## config.mk

```make
export PLATFORM = sky130hd
export DESIGN_NAME = bin_from_bcd_8421_flat
export DESIGN_NICKNAME = d
export VERILOG_FILES = /design/src/rtl/bcd_pkg.sv /design/src/rtl/bin_from_bcd_8421_if.sv /design/src/rtl/bcd_digit_sub3.sv /design/src/rtl/bin_from_bcd_8421.sv /design/src/flat_wrapper.sv
export SDC_FILE = /design/constraint.sdc
export NUM_CORES = 1
export LEC_CHECK = 0
export CORE_MARGIN = 1.5
export CORE_UTILIZATION = 56
export CTS_BUF_LIST = sky130_fd_sc_hd__clkbuf_8
export DETAILED_ROUTE_END_ITERATION = 10
export PLACE_DENSITY = 0.82
export SYNTH_ARGS = -nofsm -noshare
export SYNTH_HDL_FRONTEND = slang
export SYNTH_HIERARCHICAL = 1
export SYNTH_SLANG_ARGS = --single-unit
```

## constraint.sdc

```tcl
create_clock -name pll_clk_33m -period 1.4 [get_ports pll_clk_33m]
set_input_delay 0.28 -clock pll_clk_33m [delete_from_list [all_inputs] [get_ports pll_clk_33m]]
set_output_delay 0.28 -clock pll_clk_33m [all_outputs]
set_load 0.03 [all_outputs]
```

## src/rtl/bcd_pkg.sv

```systemverilog
// Shared constants and state encoding for the BCD-to-binary converter.
// Holds widths, iteration count and a digit-range check helper.
package bcd_pkg;

    localparam int BIN_W   = 10;
    localparam int DIGITS  = 3;
    localparam int BCD_W   = 4;
    localparam int SHIFT_W = 22;

    typedef enum logic {
        IDLE  = 1'b0,
        SHIFT = 1'b1
    } state_t;

    // True when a nibble is not a legal 8421 digit (10..15)
    function automatic logic bcd_bad(input logic [BCD_W-1:0] d);
        return d[3] & (d[2] | d[1]);
    endfunction

endpackage

```

## src/rtl/bin_from_bcd_8421_if.sv

```systemverilog
// Request/result bundle of the BCD-to-binary converter.
// master: drives start + digits, slave: drives busy/data_valid/data/err.
interface bin_from_bcd_8421_if;
    import bcd_pkg::*;

    logic             start;
    logic [BCD_W-1:0] hun;
    logic [BCD_W-1:0] ten;
    logic [BCD_W-1:0] unit;
    logic             busy;
    logic             data_valid;
    logic [BIN_W-1:0] data;
    logic             err;

    modport master (
        output start, hun, ten, unit,
        input  busy, data_valid, data, err
    );

    modport slave (
        input  start, hun, ten, unit,
        output busy, data_valid, data, err
    );

endinterface

```

## src/rtl/bcd_digit_sub3.sv

```systemverilog
// Combinational correction cell for one BCD digit after a right shift.
// Ports: d (4-bit shifted digit) -> q (d >= 8 ? d - 3 : d).
module bcd_digit_sub3
    import bcd_pkg::*;
(
    input  logic [BCD_W-1:0] d,
    output logic [BCD_W-1:0] q
);

    assign q = d[3] ? d - BCD_W'(3) : d;

endmodule

```

## src/rtl/bin_from_bcd_8421.sv

```systemverilog
// Sequential 3-digit BCD to 10-bit binary converter (shift right, sub 3).
// Ports: pll_clk_33m, sys_rst_n (async low), bus (slave: start/digits in,
// busy/data_valid/data/err out). One iteration per clock, 10 iterations.
module bin_from_bcd_8421 #(
    parameter int BIN_W  = bcd_pkg::BIN_W,
    parameter int DIGITS = bcd_pkg::DIGITS
) (
    input  logic                    pll_clk_33m,
    input  logic                    sys_rst_n,
    bin_from_bcd_8421_if.slave      bus
);
    import bcd_pkg::*;

    localparam int SW    = DIGITS * BCD_W + BIN_W;
    localparam int CNT_W = $clog2(BIN_W);

    state_t           state;
    logic [SW-1:0]    sreg;
    logic [CNT_W-1:0] cnt;
    logic             busy_r;
    logic             valid_r;
    logic             err_r;
    logic [BIN_W-1:0] data_r;

    logic [SW-1:0]    shifted;
    logic [SW-1:0]    corr;
    logic             digits_ok;

    assign shifted = sreg >> 1;
    assign corr[BIN_W-1:0] = shifted[BIN_W-1:0];

    for (genvar g = 0; g < DIGITS; g++) begin : g_dig
        bcd_digit_sub3 u_sub3 (
            .d (shifted[BIN_W + g*BCD_W +: BCD_W]),
            .q (corr[BIN_W + g*BCD_W +: BCD_W])
        );
    end

    assign digits_ok = !(bcd_bad(bus.hun) |
                         bcd_bad(bus.ten) |
                         bcd_bad(bus.unit));

    always_ff @(posedge pll_clk_33m or negedge sys_rst_n) begin
        if (!sys_rst_n) begin
            state   <= IDLE;
            sreg    <= '0;
            cnt     <= '0;
            busy_r  <= 1'b0;
            valid_r <= 1'b0;
            err_r   <= 1'b0;
            data_r  <= '0;
        end else begin
            valid_r <= 1'b0;
            err_r   <= 1'b0;
            unique case (state)
                IDLE: begin
                    if (bus.start) begin
                        if (digits_ok) begin
                            sreg   <= {bus.hun, bus.ten, bus.unit,
                                       {BIN_W{1'b0}}};
                            cnt    <= '0;
                            busy_r <= 1'b1;
                            state  <= SHIFT;
                        end else begin
                            err_r  <= 1'b1;
                        end
                    end
                end
                SHIFT: begin
                    sreg <= corr;
                    cnt  <= cnt + 1'b1;
                    if (cnt == CNT_W'(BIN_W - 1)) begin
                        data_r  <= corr[BIN_W-1:0];
                        valid_r <= 1'b1;
                        busy_r  <= 1'b0;
                        state   <= IDLE;
                    end
                end
                default: state <= IDLE;
            endcase
        end
    end

    assign bus.busy       = busy_r;
    assign bus.data_valid = valid_r;
    assign bus.data       = data_r;
    assign bus.err        = err_r;

endmodule

```

## src/flat_wrapper.sv

```systemverilog
// flat-port wrapper written by rule: the top's interface ports become plain ports
module bin_from_bcd_8421_flat import bcd_pkg::*;
#(
    parameter int BIN_W  = bcd_pkg::BIN_W,
    parameter int DIGITS = bcd_pkg::DIGITS
)
  (pll_clk_33m, sys_rst_n, bus_start, bus_hun, bus_ten, bus_unit, bus_busy, bus_data_valid, bus_data, bus_err);
  bin_from_bcd_8421_if bus_i ();
  input  logic pll_clk_33m;
  input  logic sys_rst_n;
  input wire logic [$bits(bus_i.start)-1:0] bus_start;
  input wire logic [$bits(bus_i.hun)-1:0] bus_hun;
  input wire logic [$bits(bus_i.ten)-1:0] bus_ten;
  input wire logic [$bits(bus_i.unit)-1:0] bus_unit;
  output wire logic [$bits(bus_i.busy)-1:0] bus_busy;
  output wire logic [$bits(bus_i.data_valid)-1:0] bus_data_valid;
  output wire logic [$bits(bus_i.data)-1:0] bus_data;
  output wire logic [$bits(bus_i.err)-1:0] bus_err;
  assign bus_i.start = bus_start;
  assign bus_i.hun = bus_hun;
  assign bus_i.ten = bus_ten;
  assign bus_i.unit = bus_unit;
  assign bus_busy = bus_i.busy;
  assign bus_data_valid = bus_i.data_valid;
  assign bus_data = bus_i.data;
  assign bus_err = bus_i.err;
  bin_from_bcd_8421 #(.BIN_W(BIN_W), .DIGITS(DIGITS)) u_core (.pll_clk_33m(pll_clk_33m), .sys_rst_n(sys_rst_n), .bus(bus_i));
endmodule
```

==> flow_summary.yaml <==
setup_path:
  slowest_delay_ns: 0.45
  critPathTopFamily: "buffers and inverters"
  cp_max_fo: 13
  start_kind: "primary input"
  crit_slowest_cell: "clkdlybuf4s50_1"
  cp-end-kind: "register"
  cp_data_required_time_ns: 1.56
  crit_buf_inv: 2
  crit_chain: "clkdlybuf4s50_1 -> o21ai_2 -> nand4_2 -> buf_4 -> nand2_1 -> o21ai_0"
  cp.arrival_ns: 1.55
  crit_type: "in -> reg"
detailed_routing:
  vias: 1579
  drc: 0
  drtPass1Iterations: 4
  via_per_inst: 5.32
  wire_per_inst_um: 14.0
  drtIter0Drc: 75
  drt_wl_total_mm: 4.14
  final_antenna_net_count: 0
logic_synthesis:
  netlist_instances: 209
  ys_warn_count: 6
  synth-edff-count: 0
  postSynthAreaPerCell_sq_um: 9.04
  synth.most_common_cell: "nand2_1"
  netlist_area_sq_mm: 0.00189
  yosysTopAreaCell: "dfrtp_1"
  synthDistinctLibCells: 29
  synthTopCellsByArea: "dfrtp_1, nand2_1, a21oi_1"
  synth_ff_type: "dfrtp_1"
  async_flop_share_pct: 100
  yosysSeqAreaShare_pct: 51.7
  ys_top_cells_by_count: "nand2_1, dfrtp_1, a21oi_1"
  yosysTopAreaCellShare_pct: 51.7
  synth_seq_cells: 39
global_routing:
  grt_busiest_layer: "met2"
  use_met3_pct: 7.98
  grt_pass1_wl_mm: 6.71
  grt_util_met1_pct: 27.0
  overflow: 0
  grt_pass1_vias: 1550
  grt_max_degree: 43
  use_met2_pct: 45.7
  track_usage_pct: 25.2
  antenna_found_initial: 0
status:
  run_status: "finished, final reports clean"
timing:
  fmax_ghz: 0.719
  final.setup_skew_ns: 0.00490
  grt_setup_unrepaired: "true"
  final_hold_viol_count: 0
  worst_slack_ns: 0.00827
  final_max_slew_viol_count: 0
  setup_viol_count_final: 0
  min_period_over_period_pct: 99.4
  period_needed_ns: 1.39
flow_run:
  drv_cap: 0
die:
  row_count: 20
  start_util_pct: 60.4
  fp.dieW_um: 61.1
  fp.dieH_um: 61.1
  coreArea_sq_mm: 0.00313
  die_area_sq_mm: 0.00373
  design.portCount: 28
clocking:
  cts_sinks: 39
  root_buffer: "clkbuf_8"
  cts_tree: "done"
  clk_latency_ns: 0.29
  htree_levels: 2
  cts.clk_slew.worst_paths_ns: 0.07
  cts_made_buffers: 5
  ctsLongestPathBuffers: 2
final_layout:
  post_route_cells_drive_above_1_share_pct: 13.0
  syn2layout_area_growth_pct: 29.9
  n_fill_cell: 225
  antenna_cells: 0
  layout.nets: 272
  final_util_pct: 78.5
placement:
  gp_congestion: 0.777
  dp_slack_ns: -0.284
  dp_hpwl_mm: 2.82
  port_buffers: 27
hold_path:
  worstHoldPathType: "reg -> reg"
pwr:
  p_per_area_mw_per_mm2: 2280
  p_leak_nw: 1.24
  ir_worst_vdd_v: 0.00125
==> metrics by stage <==
| step | cells | power, mW | instance area [sq um] | hold WS, ns | setup TNS (ns) |
|---|---|---|---|---|---|
| after global routing | 297 | 6.02 | 2450 | 0.490 | -0.121 |
| final | 297 | 5.59 | 2450 | 0.472 | 0 |
| after floorplan | 212 | 3.77 | 1900 | -0.0156 | 0 |
| after CTS | 296 | 5.61 | 2440 | 0.475 | 0 |
| after global placement | 287 | 4.44 | 2310 | 0.263 | -5.31 |
| after detailed placement | 287 | 4.60 | 2310 | 0.263 | -6.34 |
==> cell usage in the layout (no fill, tap or decap), drive strengths merged, types with 2 or more instances in the layout <==
| master | instances |
|---|---|
| nand2 | 68 |
| xor2 | 4 |
| nor2 | 4 |
| nand4 | 3 |
| conb | 4 |
| o21ai | 14 |
| a21oi | 23 |
| ha | 5 |
| xnor2 | 4 |
| dfrtp | 39 |
| buf | 17 |
| nand2b | 4 |
| clkbuf | 5 |
| nor2b | 12 |
| dlygate4sd2 | 13 |
| mux2 | 3 |
| clkdlybuf4s50 | 13 |
| mux2i | 2 |
| inv | 4 |
| bufinv | 2 |
| o211ai | 2 |
==> sequential cells by signal, indices dropped and copies added, names as in the netlist <==
| signal | flops |
|---|---|
| u_core/sreg | 21 |
| u_core/bus.data | 10 |
| u_core/cnt | 4 |
| u_core/bus.busy | 1 |
| u_core/bus.data_valid | 1 |
| u_core/bus.err | 1 |
| u_core/state | 1 |
==> area by class of cell <==
cell class | count | area [sq um] | area share, %
flip-flops and latches | 39 | 976 | 39.8
multi-input cells | 159 | 872 | 35.5
repair buffers | 44 | 408 | 16.6
clock buffers | 5 | 68.8 | 2.80
clock inverters | 3 | 63.8 | 2.60
well taps | 44 | 55.1 | 2.24
inverters | 3 | 11.3 | 0.459
==> what timing repair did <==
action                     in CTS  in global routing
hold buffers                    1                  0
resized for setup              14                  4
buffers inserted                0                  1
hold endpoints to repair       39                  0
setup endpoints to repair      15                 17
pin swaps                       0                  4
gates cloned                    0                  0
==> per-layer routing <==
metal	up-vias	routed length, um
li1	766	-
met1	764	1600
met2	43	2320
met3	6	193
met4	0	36
met5	-	0
==> path summary, 6_finish.rpt <==
check | slack (ns) | cells past startpoint | endpoint | startpoint
min in group asynchronous | 0.49 | 3 | u_core/bus.data[2]$_DFFE_PN0P_ | sys_rst_n
worst min-delay path | 0.47 | 2 | u_core/bus.data[3]$_DFFE_PN0P_ | u_core/bus.data[3]$_DFFE_PN0P_
worst max-delay path | 0.008 | 6 | u_core/sreg[8]$_DFFE_PN0P_ | bus_unit[1]
worst min register to register | 0.47 | 2 | u_core/bus.data[3]$_DFFE_PN0P_ | u_core/bus.data[3]$_DFFE_PN0P_
worst max register to register | 0.10 | 4 | u_core/sreg[15]$_DFFE_PN0P_ | u_core/sreg[15]$_DFFE_PN0P_
max in group asynchronous | 0.72 | 3 | u_core/sreg[20]$_DFFE_PN0P_ | sys_rst_n
==> kinds of logic (layout without fill, tap and decap cells) <==
logic type / count (synthesis) / after routing / share of synthesized area [%]
buffers and inverters: 14 / 55 / 3.31
other: 1 / 4 / 0.198
flip-flops: 39 / 39 / 51.7
adder cells (fa/ha/maj): 5 / 5 / 3.31
AND/OR/NAND/NOR: 96 / 96 / 22.7
multiplexers: 5 / 5 / 3.44
XOR/XNOR: 8 / 8 / 3.71
AO/OA/AOI/OAI: 41 / 41 / 11.7
==> power by group <==
part | internal [mW] | total [mW] | switching, mW | leakage (nW)
Sequential | 1.66 | 2.13 | 0.463 | 0.482
Clock | 0.705 | 1.08 | 0.373 | 0.0695
Combinational | 1.08 | 2.39 | 1.31 | 0.691
==> worst min-delay path, delay by kind of cell (launching register included) <==
family        cells  cell delay [ns]
flops             1             0.34
simple gates      2             0.10
(Power assumes the default switching activity.)
